### config.mk
export PLATFORM = sky130hd
export DESIGN_NAME = sym_vn_lut_loader
export DESIGN_NICKNAME = d
export VERILOG_FILES = /design/src/rtl/sym_ib_pkg.sv /design/src/rtl/sym_vn_lut_loader.sv
export SDC_FILE = /design/constraint.sdc
export NUM_CORES = 1
export LEC_CHECK = 0
export CAP_MARGIN = 15
export CORE_ASPECT_RATIO = 1.25
export CORE_MARGIN = 1
export CORE_UTILIZATION = 45
export CTS_BUF_LIST = sky130_fd_sc_hd__clkbuf_4 sky130_fd_sc_hd__clkbuf_8
export DETAILED_ROUTE_END_ITERATION = 7
export PLACE_DENSITY = 0.83
export SYNTH_ARGS = -nofsm -noshare
export SYNTH_HDL_FRONTEND = slang
export SYNTH_SLANG_ARGS = --single-unit
### constraint.sdc
create_clock -name write_clk -period 1.7 [get_ports write_clk]
set_clock_uncertainty 0.05 [all_clocks]
set_input_delay 0.255 -clock write_clk [delete_from_list [all_inputs] [get_ports write_clk]]
set_output_delay 0.255 -clock write_clk [all_outputs]
set_load 0.05 [all_outputs]
### src/rtl/sym_ib_pkg.sv
// Shared constants for the symmetric VN information-bottleneck LUT path:
// table geometry and the loader FSM state encoding.
package sym_ib_pkg;

    localparam int VN_LUT_DATA_W = 4;
    localparam int VN_LUT_ADDR_W = 7;
    localparam int VN_LUT_DEPTH  = 128;

    localparam logic [1:0] LDR_IDLE  = 2'd0;
    localparam logic [1:0] LDR_LOAD  = 2'd1;
    localparam logic [1:0] LDR_FLUSH = 2'd2;
    localparam logic [1:0] LDR_DONE  = 2'd3;

endpackage

### src/rtl/sym_vn_lut_loader.sv
// Write-side loader for the symmetric VN LUT RAM: streams one full table of
// entries into the RAM write port and flags when the table may be read.
module sym_vn_lut_loader
    import sym_ib_pkg::*;
#(
    parameter int DATA_W = VN_LUT_DATA_W,
    parameter int ADDR_W = VN_LUT_ADDR_W,
    parameter int DEPTH  = VN_LUT_DEPTH
) (
    input  logic              write_clk,
    input  logic              rst,
    input  logic              load_start,
    input  logic [DATA_W-1:0] ib_data,
    input  logic              ib_valid,
    output logic              ib_ready,
    output logic [DATA_W-1:0] lut_in,
    output logic [ADDR_W-1:0] write_addr,
    output logic              we,
    output logic              busy,
    output logic              load_done,
    output logic              lut_ready,
    output logic [1:0]        state_dbg
);

    localparam logic [ADDR_W-1:0] LAST_ADDR = ADDR_W'(DEPTH - 1);

    logic [1:0]        state;
    logic [1:0]        state_nxt;
    logic [ADDR_W-1:0] count;
    logic              accept;
    logic              last_entry;
    logic              start_ok;

    // Handshake: an entry transfers on a rising edge where ib_valid and
    // ib_ready are both 1; upstream holds ib_data/ib_valid until then, and
    // ib_ready never depends on ib_valid.
    assign ib_ready   = (state == LDR_LOAD);
    assign accept     = ib_valid & ib_ready;
    assign last_entry = (count == LAST_ADDR);
    assign start_ok   = (state == LDR_IDLE) & load_start;
    assign busy       = (state == LDR_LOAD) | (state == LDR_FLUSH);
    assign state_dbg  = state;

    always_comb begin
        state_nxt = state;
        case (state)
            LDR_IDLE:  if (load_start) state_nxt = LDR_LOAD;
            LDR_LOAD:  if (accept && last_entry) state_nxt = LDR_FLUSH;
            LDR_FLUSH: state_nxt = LDR_DONE;
            LDR_DONE:  state_nxt = LDR_IDLE;
            default:   state_nxt = LDR_IDLE;
        endcase
    end

    always_ff @(posedge write_clk or posedge rst) begin
        if (rst) begin
            state <= LDR_IDLE;
        end else begin
            state <= state_nxt;
        end
    end

    // The counter holds at DEPTH-1 on the final accept instead of wrapping.
    always_ff @(posedge write_clk or posedge rst) begin
        if (rst) begin
            count <= '0;
        end else if (start_ok) begin
            count <= '0;
        end else if (accept && !last_entry) begin
            count <= count + 1'b1;
        end
    end

    always_ff @(posedge write_clk or posedge rst) begin
        if (rst) begin
            we         <= 1'b0;
            lut_in     <= '0;
            write_addr <= '0;
        end else begin
            we <= accept;
            if (accept) begin
                lut_in     <= ib_data;
                write_addr <= count;
            end
        end
    end

    // lut_ready rises only after the final write has landed in the RAM, so it
    // is never 1 while we can be 1.
    always_ff @(posedge write_clk or posedge rst) begin
        if (rst) begin
            load_done <= 1'b0;
            lut_ready <= 1'b0;
        end else begin
            load_done <= (state == LDR_DONE);
            if (start_ok) begin
                lut_ready <= 1'b0;
            end else if (state == LDR_DONE) begin
                lut_ready <= 1'b1;
            end
        end
    end

endmodule

# After elaboration in Yosys (flattened, before gate mapping)

Cells that the tools add are included.

Register bits: 23
Output and inout port bits: 18
Logic and storage cells: 31

Add/subtract/negate cells: 1
Eq/ne operators: 6
Mux-type cells: 7
Bitwise operators: 3
Reduce and logical (&&, ||, !) cells: 7

Operator list:

| operator              | count |
|---|---|
| $mux W7               | 2 |
| $pmux W2 S4           | 1 |
| $add A7 B1 Y7 const B | 1 |
| $eq A7 B7 Y1 const B  | 1 |
| $eq A2 B2 Y1 const B  | 2 |
| $mux W2               | 2 |
| $reduce_bool A2 Y1    | 2 |
| $and A1 B1 Y1         | 2 |
| $eq A2 B1 Y1 const B  | 1 |
| $logic_and A1 B1 Y1   | 2 |
| $logic_not A2 Y1      | 1 |
| $mux W1               | 2 |
| $ne A2 B1 Y1 const B  | 1 |
| $ne A2 B2 Y1 const B  | 1 |
| $reduce_and A2 Y1     | 1 |
| $logic_not A1 Y1      | 1 |
| $or A1 B1 Y1          | 1 |

# Logic depth before layout (Yosys ltp)

Word-level depth: 5
Mapped depth: 7
Depth with buffers taken out: 6

# Worst setup path after synthesis

OpenSTA, ideal clock, no wires.

Path kind: reg2reg
Start: reg state[1] (netlist: state_dbg[1])
End: reg write_addr[1]
Setup time: 125 ps
Data arrival time: 2117 ps
Required time: 1525 ps
Setup slack: -592 ps
Cell stages (with the launch flop): 7
Cell sequence: dfrtp_1 inv_1 ha_1 and2_1 buf_6 buf_2 mux2_2

Word-level cells in the longest chain between the ends: 2

Ends and longest elaborated chain:

| element                | line                    | source |
|---|---|---|
| from (decl)            | sym_vn_lut_loader.sv:27 | `logic [1:0] state;` |
| from (signal assigned) | sym_vn_lut_loader.sv:59 | `state <= state_nxt;` |
| $eq A2 B1 Y1           | sym_vn_lut_loader.sv:37 | `assign ib_ready = (state == LDR_LOAD);` |
| named net ib_ready     | sym_vn_lut_loader.sv:15 | `output logic ib_ready,` |
| $and A1 B1 Y1          | sym_vn_lut_loader.sv:38 | `assign accept = ib_valid & ib_ready;` |
| named net accept       | sym_vn_lut_loader.sv:30 | `logic accept;` |
| to (signal assigned)   | sym_vn_lut_loader.sv:83 | `write_addr <= count;` |
| to (decl)              | sym_vn_lut_loader.sv:17 | `output logic [ADDR_W-1:0] write_addr,` |

The timed path passes the listed nets, and every way through them passes these cells.
A chain may end at the register's enable or synchronous reset.

# Worst setup path after layout

Start: reg state[0] (netlist: state_dbg[0])
End: out busy

Word-level cells in the longest chain between the ends: 2
Elaborated cells between the ends (all ways): 3
Those cells by class: 2 x eq/ne; 1 x bitwise

Ends and longest elaborated chain:

| element                                             | line                    | source |
|---|---|---|
| $eq A2 B1 Y1 / $eq A2 B2 Y1 (equally long branches) | sym_vn_lut_loader.sv:41 | `assign busy = (state == LDR_LOAD) \| (state == LDR_FLUSH);` |
| $or A1 B1 Y1 *                                      | sym_vn_lut_loader.sv:41 |  |
| to (decl)                                           | sym_vn_lut_loader.sv:19 | `output logic busy,` |

Mark *: on every way between the ends. The rest lies on a longest branch, timed or not.

==> metrics.log <==
[metrics] post-synthesis cell type with the largest combined area: dfrtp_1
[metrics] number of antenna violations at the first check in global routing: 0
[metrics] clock tree from TritonCTS: yes
[metrics] antenna fix cells: 0
[metrics] nets in the synthesized netlist: 99
[metrics] final cell area excluding filler cells: 1400 µm²
[metrics] delay contributed by the slowest stage of the critical path: 0.43 ns
[metrics] # port buffers: 25
[metrics] flop and latch count out of synthesis: 23
[metrics] vias after detailed routing: 739
[metrics] number of buffers between clock root and the deepest sink: 2
[metrics] die height: 55.6 µm
[metrics] die area: 2500 µm²
[metrics] kind of capture point of the worst setup path: output port
[metrics] Worst-path clk slew: 0.11 ns
[metrics] initial cell density of the core: 0.474
[metrics] Crit path required time: 1.39 ns
[metrics] ratio of final minimum period to clock period: 0.949
[metrics] clock sinks: 23
[metrics] number of synthesis warnings: 0
[metrics] area growth from synthesis to layout: 34.9%
[metrics] outcome: completed
[metrics] worst-case headroom to the max-slew limit: 0.800
[metrics] cell with the largest stage delay on the worst path: dfrtp_2
[metrics] clock latency of the later-clocked register in the worst-skew pair: 0.30 ns
[metrics] global router's overall resource usage: 0.174
[metrics] Top-Level Pins: 26
[metrics] f_max: 620 MHz
[metrics] # nets final: 130
[metrics] DRC: 0
[metrics] row count: 19
[metrics] Netlist Area Pre-Place: 1040 µm²
[metrics] RSZ-0062 raised after global routing: false
[metrics] overall die width: 44.9 µm
[metrics] maximum number of pins on one net before global-route repair: 24
[metrics] HPWL Detailed: 1310 µm
[metrics] top cells by area, synth: dfrtp_1, mux2_2, ha_1
[metrics] number of global-route vias before repair: 732
[metrics] worst-margin pin slew: 0.300 ns
[metrics] cell type group with the largest total delay on the critical path: flip-flops
[metrics] shortest period the worst path allows: 1.61 ns
[metrics] cell area reported after detailed placement: 1360 µm²
[metrics] Pre-antenna DRT Iters: 4
[metrics] Slew Limit Fails: 0
[metrics] endpoint arrival time on the critical path: 1.31 ns
[metrics] final count of negative-setup-slack endpoints: 0
[metrics] Mapped Avg Cell Area: 12.2 µm²
[metrics] total grt overflow: 0
[metrics] via count normalized by instance count: 5.06
[metrics] H-tree levels: 1
[metrics] number of hold violations in the final report: 0
[metrics] kind of critical path: flop to output port
[metrics] most common library cell in the layout ignoring fill and taps: dfrtp_1
[metrics] synthesized netlist cell count: 85
[metrics] core footprint: 2190 µm²
[metrics] Startpoint Class: flop
[metrics] top library cells by usage in the layout, fill and taps aside: dfrtp_1, buf_4, nor2_1
[metrics] worst hold-check path type: primary input to async pin
[metrics] global-route wire length before repair: 3150 µm
[metrics] routed wire length: 1770 µm
[metrics] crit-path cells: inv_1 > ha_1 > buf_12
[metrics] share of final-layout standard cells stronger than drive strength 1: 0.391
[metrics] count of max-cap constraint violations: 0
[metrics] Inserted Clock Buffers: 3
[metrics] share of Yosys cell area claimed by the top area cell type: 0.556
[metrics] count of nets left with antenna violations after detail routing: 0
[metrics] routed wire length per instance: 12.1 µm
[metrics] clk root buf: clkbuf_4
[metrics] placer's final routability congestion estimate: 0.827
[metrics] distinct cell type count of the synthesized netlist: 24
[metrics] Iter 0 DRT Violations: 22
[metrics] CTS resizes: 0
[metrics] sequential element share of the synthesized area: 0.556
[metrics] combined buffer and inverter count along the critical path: 2
[metrics] peak fanout along the critical path: 4
[metrics] worst hold slack: 0.211 ns
[cell type report]
type	count	area [µm²]
multi-input combinational	55	463
fill	186	790
tap	31	38.8
inverter	4	15.0
clock buffer	4	30.0
timing repair buffer	29	273
sequential	23	578
[synth_stat cells (all sizes together)]
cell type,number
a21oi,3
a31oi,1
and2,2
and3,1
buf,2
clkbuf,1
dfrtp,23
ha,6
inv,4
mux2,12
mux2i,3
nand2,5
nand3,2
nand4,2
nor2,10
nor3,2
o21ai,4
or3,1
xor2,1
[tightest hold or removal path: stages]
cell,delay [ns]
clkdlybuf4s50_1,0.39
inv_1,0.05
buf_4,0.27
[logic make-up (layout without fill, tap and decap cells)]
group,count (synthesis),after routing,share of synthesized area
buffers and inverters,7,37,0.0338
adders and majority gates,6,6,0.0725
and+or+nand+nor,25,25,0.116
DFF,23,23,0.556
xor gates and xnor gates,1,1,0.00846
AOI/OAI and AO/OA,8,8,0.0507
muxes,15,15,0.163
[registers in the layout, summed over array words and instances (netlist names)]
signal and flops:
count 7, write_addr 7, lut_in 4, state_dbg 2, load_done 1, lut_ready 1
we 1
[per-stage QoR]
| step | cells | setup TNS [ns] | setup slack (ns) | utilization |
|---|---|---|---|---|
| 4_1_cts | 145 | 0 | 0.0286 | 0.636 |
| 6_report | 146 | 0 | 0.0863 | 0.639 |
| 2_1_floorplan | 85 | -0.476 | -0.0789 | - |
| 3_5_place_dp | 141 | 0 | 0.124 | 0.622 |
| 5_1_grt | 146 | 0 | 0.0148 | 0.639 |
| 3_3_place_gp | 141 | 0 | 0.144 | 0.622 |
[worst paths after layout]
kind / slack, ns / from / to / cells after the start
max: 0.09 / state_dbg[0] / busy / 3
min: 0.21 / rst / lut_in[3] / 3
max reg2reg: 0.15 / state_dbg[0] / write_addr[2] / 5
min reg2reg: 0.47 / write_addr[0] / write_addr[0] / 1
max in group asynchronous: 1.15 / rst / state_dbg[1] / 3
min in group write_clk: 0.47 / write_addr[0] / write_addr[0] / 1
[routing by layer]
metal	wire, µm	global-route usage	share of wire	up-vias
met2	843	0.263	0.48	22
met4	56	0.108	0.032	0
li1	-	-	-	349
met3	69	0.0390	0.039	4
met5	0	0	0	-
met1	801	0.222	0.45	364
[timing repair]
action / 4_1_cts / 5_1_grt
setup endpoints to repair: 0 / 1
setup buffers: 0 / 1
hold endpoints to repair: 0 / 0
hold buffers: 0 / 0
Power is left out: the tool's default activity adds up to more than one toggle a clock period on the data nets, which glitch-free logic cannot reach.
